## src/rtl/me_pkg.sv

```systemverilog
// Shared definitions for the Montgomery exponentiation result collector:
// default geometry, the collector state encoding and an index-width helper.
package me_pkg;

    localparam int K_DEF = 128;
    localparam int N_DEF = 32;

    typedef enum logic [1:0] {
        IDLE  = 2'd0,
        FILL  = 2'd1,
        DRAIN = 2'd2
    } me_state_e;

    // Keeps index buses at least one bit wide when a result is a single word.
    function automatic int idx_w(input int n);
        return (n > 1) ? $clog2(n) : 1;
    endfunction

endpackage

```

## src/rtl/me_word_buf.sv

```systemverilog
// N x K result word store: one synchronous write port, one asynchronous read port.
// Contents are never reset; every word is rewritten before it is read.
module me_word_buf
    import me_pkg::*;
#(
    parameter int K = K_DEF,
    parameter int N = N_DEF
) (
    input  logic                  clk,
    input  logic                  we,
    input  logic [idx_w(N)-1:0]   waddr,
    input  logic [K-1:0]          wdata,
    input  logic [idx_w(N)-1:0]   raddr,
    output logic [K-1:0]          rdata
);

    logic [K-1:0] mem [N];

    always_ff @(posedge clk) begin
        if (we) begin
            mem[waddr] <= wdata;
        end
    end

    assign rdata = mem[raddr];

endmodule

```

## src/rtl/me_result_collector.sv

```systemverilog
// Collects an N-word result streamed LSW first from the exponentiation core,
// then replays it word by word on a valid/ready output with index and last flags.
module me_result_collector
    import me_pkg::*;
#(
    parameter int K = K_DEF,
    parameter int N = N_DEF
) (
    input  logic                  clk,
    input  logic                  rst_n,
    input  logic                  clr,
    input  logic [K-1:0]          me_result,
    input  logic                  me_valid,
    output logic [K-1:0]          out_data,
    output logic                  out_valid,
    input  logic                  out_ready,
    output logic                  out_last,
    output logic [idx_w(N)-1:0]   out_idx,
    output logic                  busy,
    output logic                  overflow
);

    localparam int IW = idx_w(N);
    localparam logic [IW-1:0] LAST_IDX = IW'(N - 1);

    me_state_e     state, state_nx;
    logic [IW-1:0] wr_idx, wr_idx_nx;
    logic [IW-1:0] rd_idx, rd_idx_nx;
    logic          overflow_nx;
    logic          buf_we;
    logic [IW-1:0] buf_waddr;
    logic [K-1:0]  buf_rdata;

    me_word_buf #(
        .K (K),
        .N (N)
    ) u_buf (
        .clk   (clk),
        .we    (buf_we),
        .waddr (buf_waddr),
        .wdata (me_result),
        .raddr (rd_idx),
        .rdata (buf_rdata)
    );

    always_ff @(posedge clk or negedge rst_n) begin
        if (!rst_n) begin
            state    <= IDLE;
            wr_idx   <= '0;
            rd_idx   <= '0;
            overflow <= 1'b0;
        end else begin
            state    <= state_nx;
            wr_idx   <= wr_idx_nx;
            rd_idx   <= rd_idx_nx;
            overflow <= overflow_nx;
        end
    end

    always_comb begin
        state_nx    = state;
        wr_idx_nx   = wr_idx;
        rd_idx_nx   = rd_idx;
        overflow_nx = overflow;
        buf_we      = 1'b0;
        buf_waddr   = wr_idx;

        if (clr) begin
            // Soft clear wins over capture, drain and overflow in the same cycle.
            state_nx    = IDLE;
            wr_idx_nx   = '0;
            rd_idx_nx   = '0;
            overflow_nx = 1'b0;
        end else begin
            case (state)
                IDLE: begin
                    if (me_valid) begin
                        buf_we    = 1'b1;
                        buf_waddr = '0;
                        if (N == 1) begin
                            state_nx  = DRAIN;
                            wr_idx_nx = '0;
                            rd_idx_nx = '0;
                        end else begin
                            state_nx  = FILL;
                            wr_idx_nx = IW'(1);
                        end
                    end
                end
                FILL: begin
                    if (me_valid) begin
                        buf_we = 1'b1;
                        if (wr_idx == LAST_IDX) begin
                            state_nx  = DRAIN;
                            wr_idx_nx = '0;
                            rd_idx_nx = '0;
                        end else begin
                            wr_idx_nx = wr_idx + IW'(1);
                        end
                    end
                end
                DRAIN: begin
                    // Words arriving while the previous result drains are dropped.
                    if (me_valid) begin
                        overflow_nx = 1'b1;
                    end
                    if (out_ready) begin
                        if (rd_idx == LAST_IDX) begin
                            state_nx  = IDLE;
                            rd_idx_nx = '0;
                        end else begin
                            rd_idx_nx = rd_idx + IW'(1);
                        end
                    end
                end
                default: begin
                    state_nx = IDLE;
                end
            endcase
        end
    end

    assign out_valid = (state == DRAIN);
    assign out_data  = out_valid ? buf_rdata : '0;
    assign out_idx   = out_valid ? rd_idx : '0;
    assign out_last  = out_valid && (rd_idx == LAST_IDX);
    assign busy      = (state != IDLE);

endmodule

```

## config.mk

```make
export PLATFORM = sky130hd
export DESIGN_NAME = me_result_collector
export DESIGN_NICKNAME = d
export VERILOG_FILES = /design/src/rtl/me_pkg.sv /design/src/rtl/me_word_buf.sv /design/src/rtl/me_result_collector.sv
export SDC_FILE = /design/constraint.sdc
export NUM_CORES = 2
export LEC_CHECK = 0
export CAP_MARGIN = 15
export CORE_ASPECT_RATIO = 1.5
export CORE_MARGIN = 2
export CORE_UTILIZATION = 58
export CTS_BUF_LIST = sky130_fd_sc_hd__clkbuf_2
export DETAILED_ROUTE_END_ITERATION = 7
export GPL_TIMING_DRIVEN = 0
export PLACE_DENSITY = 0.78
export SKIP_CTS_REPAIR_TIMING = 1
export SLEW_MARGIN = 20
export SYNTH_ARGS = -nofsm -noshare
export SYNTH_HDL_FRONTEND = slang
export SYNTH_SLANG_ARGS = --single-unit
```

## constraint.sdc

```tcl
create_clock -name clk -period 7.36 [get_ports clk]
set_clock_uncertainty 0.1 [all_clocks]
set_input_delay 1.472 -clock clk [delete_from_list [all_inputs] [get_ports clk]]
set_output_delay 1.472 -clock clk [all_outputs]
set_load 0.05 [all_outputs]
```

==> impl_metrics.env <==
export IMPL_status="finished, violations left"
export IMPL_violations="antenna rules, setup timing"
export IMPL_vdd_drop_max_mv=0.180
export IMPL_powerDensity_mw_per_mm2=220
export IMPL_grt_total_usage=0.289
export IMPL_port_buffers=269
export IMPL_placed_area_mm2=0.171
export IMPL_synth_common_cells="edfxtp_1 (4,096), mux2i_1 (2,048), a22oi_1 (1,024), nand3_1 (518), buf_2 (234)"
export IMPL_relSlewSlack=0.206
export IMPL_synthesis_nets=8607
export IMPL_whs_ns=0.0257
export IMPL_instances_no_fill=14076
export IMPL_rsz0062_at_grt="true"
export IMPL_synth_most_common_cell="edfxtp_1"
export IMPL_arrival_ns=5.79
export IMPL_maxCapViolations=0
export IMPL_stdcell_area_mm2=0.179
export IMPL_final_util=0.655
export IMPL_fmax_ghz=0.136
export IMPL_ff2ff_path_depth=10
export IMPL_ys_ff_latch=4109
export IMPL_dr_first_iter_drc_count=9574
export IMPL_row_count=235
export IMPL_yosysSeqAreaShare=0.778
export IMPL_drt_first_pass_iters=6
export IMPL_cts_root_buf="clkbuf_2"
export IMPL_finalSetupViolCount=1
export IMPL_yosysTopAreaCell="edfxtp_1"
export IMPL_die_area_mm2=0.277
export IMPL_drt_vias_per_instance=6.27
export IMPL_syn2layout_area_growth_pct=12.7
export IMPL_grt_max_degree=33
export IMPL_worst_slew_pin_slew_ns=1.19
export IMPL_clock_latency_ns=1.94
export IMPL_die_x_um=431
export IMPL_cts_sink_count=4109
export IMPL_start_kind="register"
export IMPL_drc=0
export IMPL_p_leak_nw=54.8
export IMPL_yosysWarnings=0
export IMPL_maxSlewViolCount=0
export IMPL_place_congestion=0.833
export IMPL_floorplan_initialDensity=0.581
export IMPL_design_core_area_mm2=0.273
export IMPL_syn_avg_cell_area_um2=18.7
export IMPL_vias=88284
export IMPL_synth_flop_cell="edfxtp_1"
export IMPL_layout_drive_gt1_share=0.188
export IMPL_ant_nets=1
export IMPL_gr_total_overflow=0
export IMPL_grt_pass1_wl_um=584000
export IMPL_cts_buffers=851
export IMPL_cts_htree_levels=6
export IMPL_holdPathStages=1
export IMPL_hp_class="in -> reg"
export IMPL_post_route_min_period_ns=7.36
export IMPL_final_hold_viol_count=0
export IMPL_netlist_area_mm2=0.158
export IMPL_ios=270
export IMPL_dpl_hpwl_um=277000
export IMPL_clockBufferDepth=4
export IMPL_syn_inst=8470
export IMPL_synth_area_leaders="edfxtp_1 (78%), mux2i_1 (13%), a22oi_1 (4.9%)"
export IMPL_clkSlewWorstSetupHoldPaths_ns=0.13
export IMPL_yosysUniqueCellTypes=39
export IMPL_grt_pass1_vias=90837
export IMPL_fin_crit_sh=1.00
export IMPL_endpoint_kind="primary output"
export IMPL_nNetsFinal=10012
export IMPL_synth_edf_count=4096
export IMPL_avgRoutedWirePerCell_um=29.0
export IMPL_cp_required_ns=5.79
export IMPL_dp_cells=12504
export IMPL_yosysTopAreaCellShare=0.776
export IMPL_cts_tree="built"
export IMPL_worst_slack_ns=-0.0000693
export IMPL_criticalPathCategory="reg -> out"
export IMPL_antenna_found_initial=27
export IMPL_total_power_mw=39.4
export IMPL_die_h_um=644
export IMPL_async_flop_share=0.00316
export IMPL_cp_max_fo=10
export IMPL_wirelength_um=409000
## logic make-up after synthesis
logic type      Yosys count  share of synthesized area
fa+ha+maj                 4                   0.000316
mux                    2048                      0.129
buf+inv                 520                     0.0181
flops                  4109                      0.778
compound gates         1044                     0.0493
simple gates            745                     0.0246
## layer usage
metal	routed length [um]	track usage	vias up
li1	-	-	37906
met5	55	0	-
met1	137000	0.328	44360
met3	32200	0.0536	1117
met2	213000	0.502	4893
met4	26700	0.187	8
## area by class of cell
cell class	instances	area, um2
antenna	33	82.6
buffer	519	2940
clock buffer	1182	5920
clock inverter	284	1540
fill	17786	93900
inverter	1	3.75
multi-input combinational	3841	32500
sequential	4109	123000
tap	3555	4450
timing repair buffer	552	7890
## state kept, by name (all words and copies together) (netlist names)
name       cells
u_buf.mem   4096
state          2
overflow       1
wr_idx         5
rd_idx         5
## per-stage QoR
| stage | TNS (ns) | worst slack [ns] |
|---|---|---|
| finish | -0.0000693 | -0.0000693 |
| global route | -0.753 | -0.136 |
| CTS | -26.97 | -0.621 |
| detailed placement | 0 | 1.48 |
| global placement | - | -6.88 |
| floorplan | -3177.37 | -0.918 |
## worst max-delay path: stages (launching register included)
cell	delay [ns]
dfrtp_1	0.56
nor2_2	0.38
buf_4	0.56
clkbuf_1	0.53
a22oi_1	0.20
nand3_1	0.38
nand4_1	0.40
clkdlybuf4s50_1	0.82
## cell usage in the layout (no fill, tap or decap), types with 13 or more instances in the layout
cell type,n
a22oi_1,1024
buf_1,28
buf_12,125
buf_16,83
buf_2,289
buf_4,126
buf_6,20
bufinv_16,14
clkbuf_1,98
clkbuf_2,1191
clkbuf_4,22
clkdlybuf4s50_1,189
clkinv_1,208
clkinv_2,40
dfrtp_1,13
diode_2,33
dlygate4sd3_1,73
edfxtp_1,4096
mux2i_1,2048
nand2_1,18
nand3_1,518
nand4_1,129
nor2_4,30
## where the power goes
part	switching [mW]	internal (mW)	total (mW)
Clock	8.29	4.82	13.1
Sequential	0.0113	25.7	25.8
Combinational	0.403	0.102	0.505
## worst paths after layout
path / startpoint / to / slack (ns)
min in group asynchronous: rst_n / wr_idx[0] / 0.34
max: rd_idx[2] / out_data[104] / -0.00007
max in group asynchronous: rst_n / rd_idx[4] / 6.37
min reg2reg: overflow / overflow / 0.44
max reg2reg: state[1] / u_buf.mem[26][69] / 3.11
min: me_result[79] / u_buf.mem[30][79] / 0.03
Note: power is estimated with default switching activity, not from simulation.
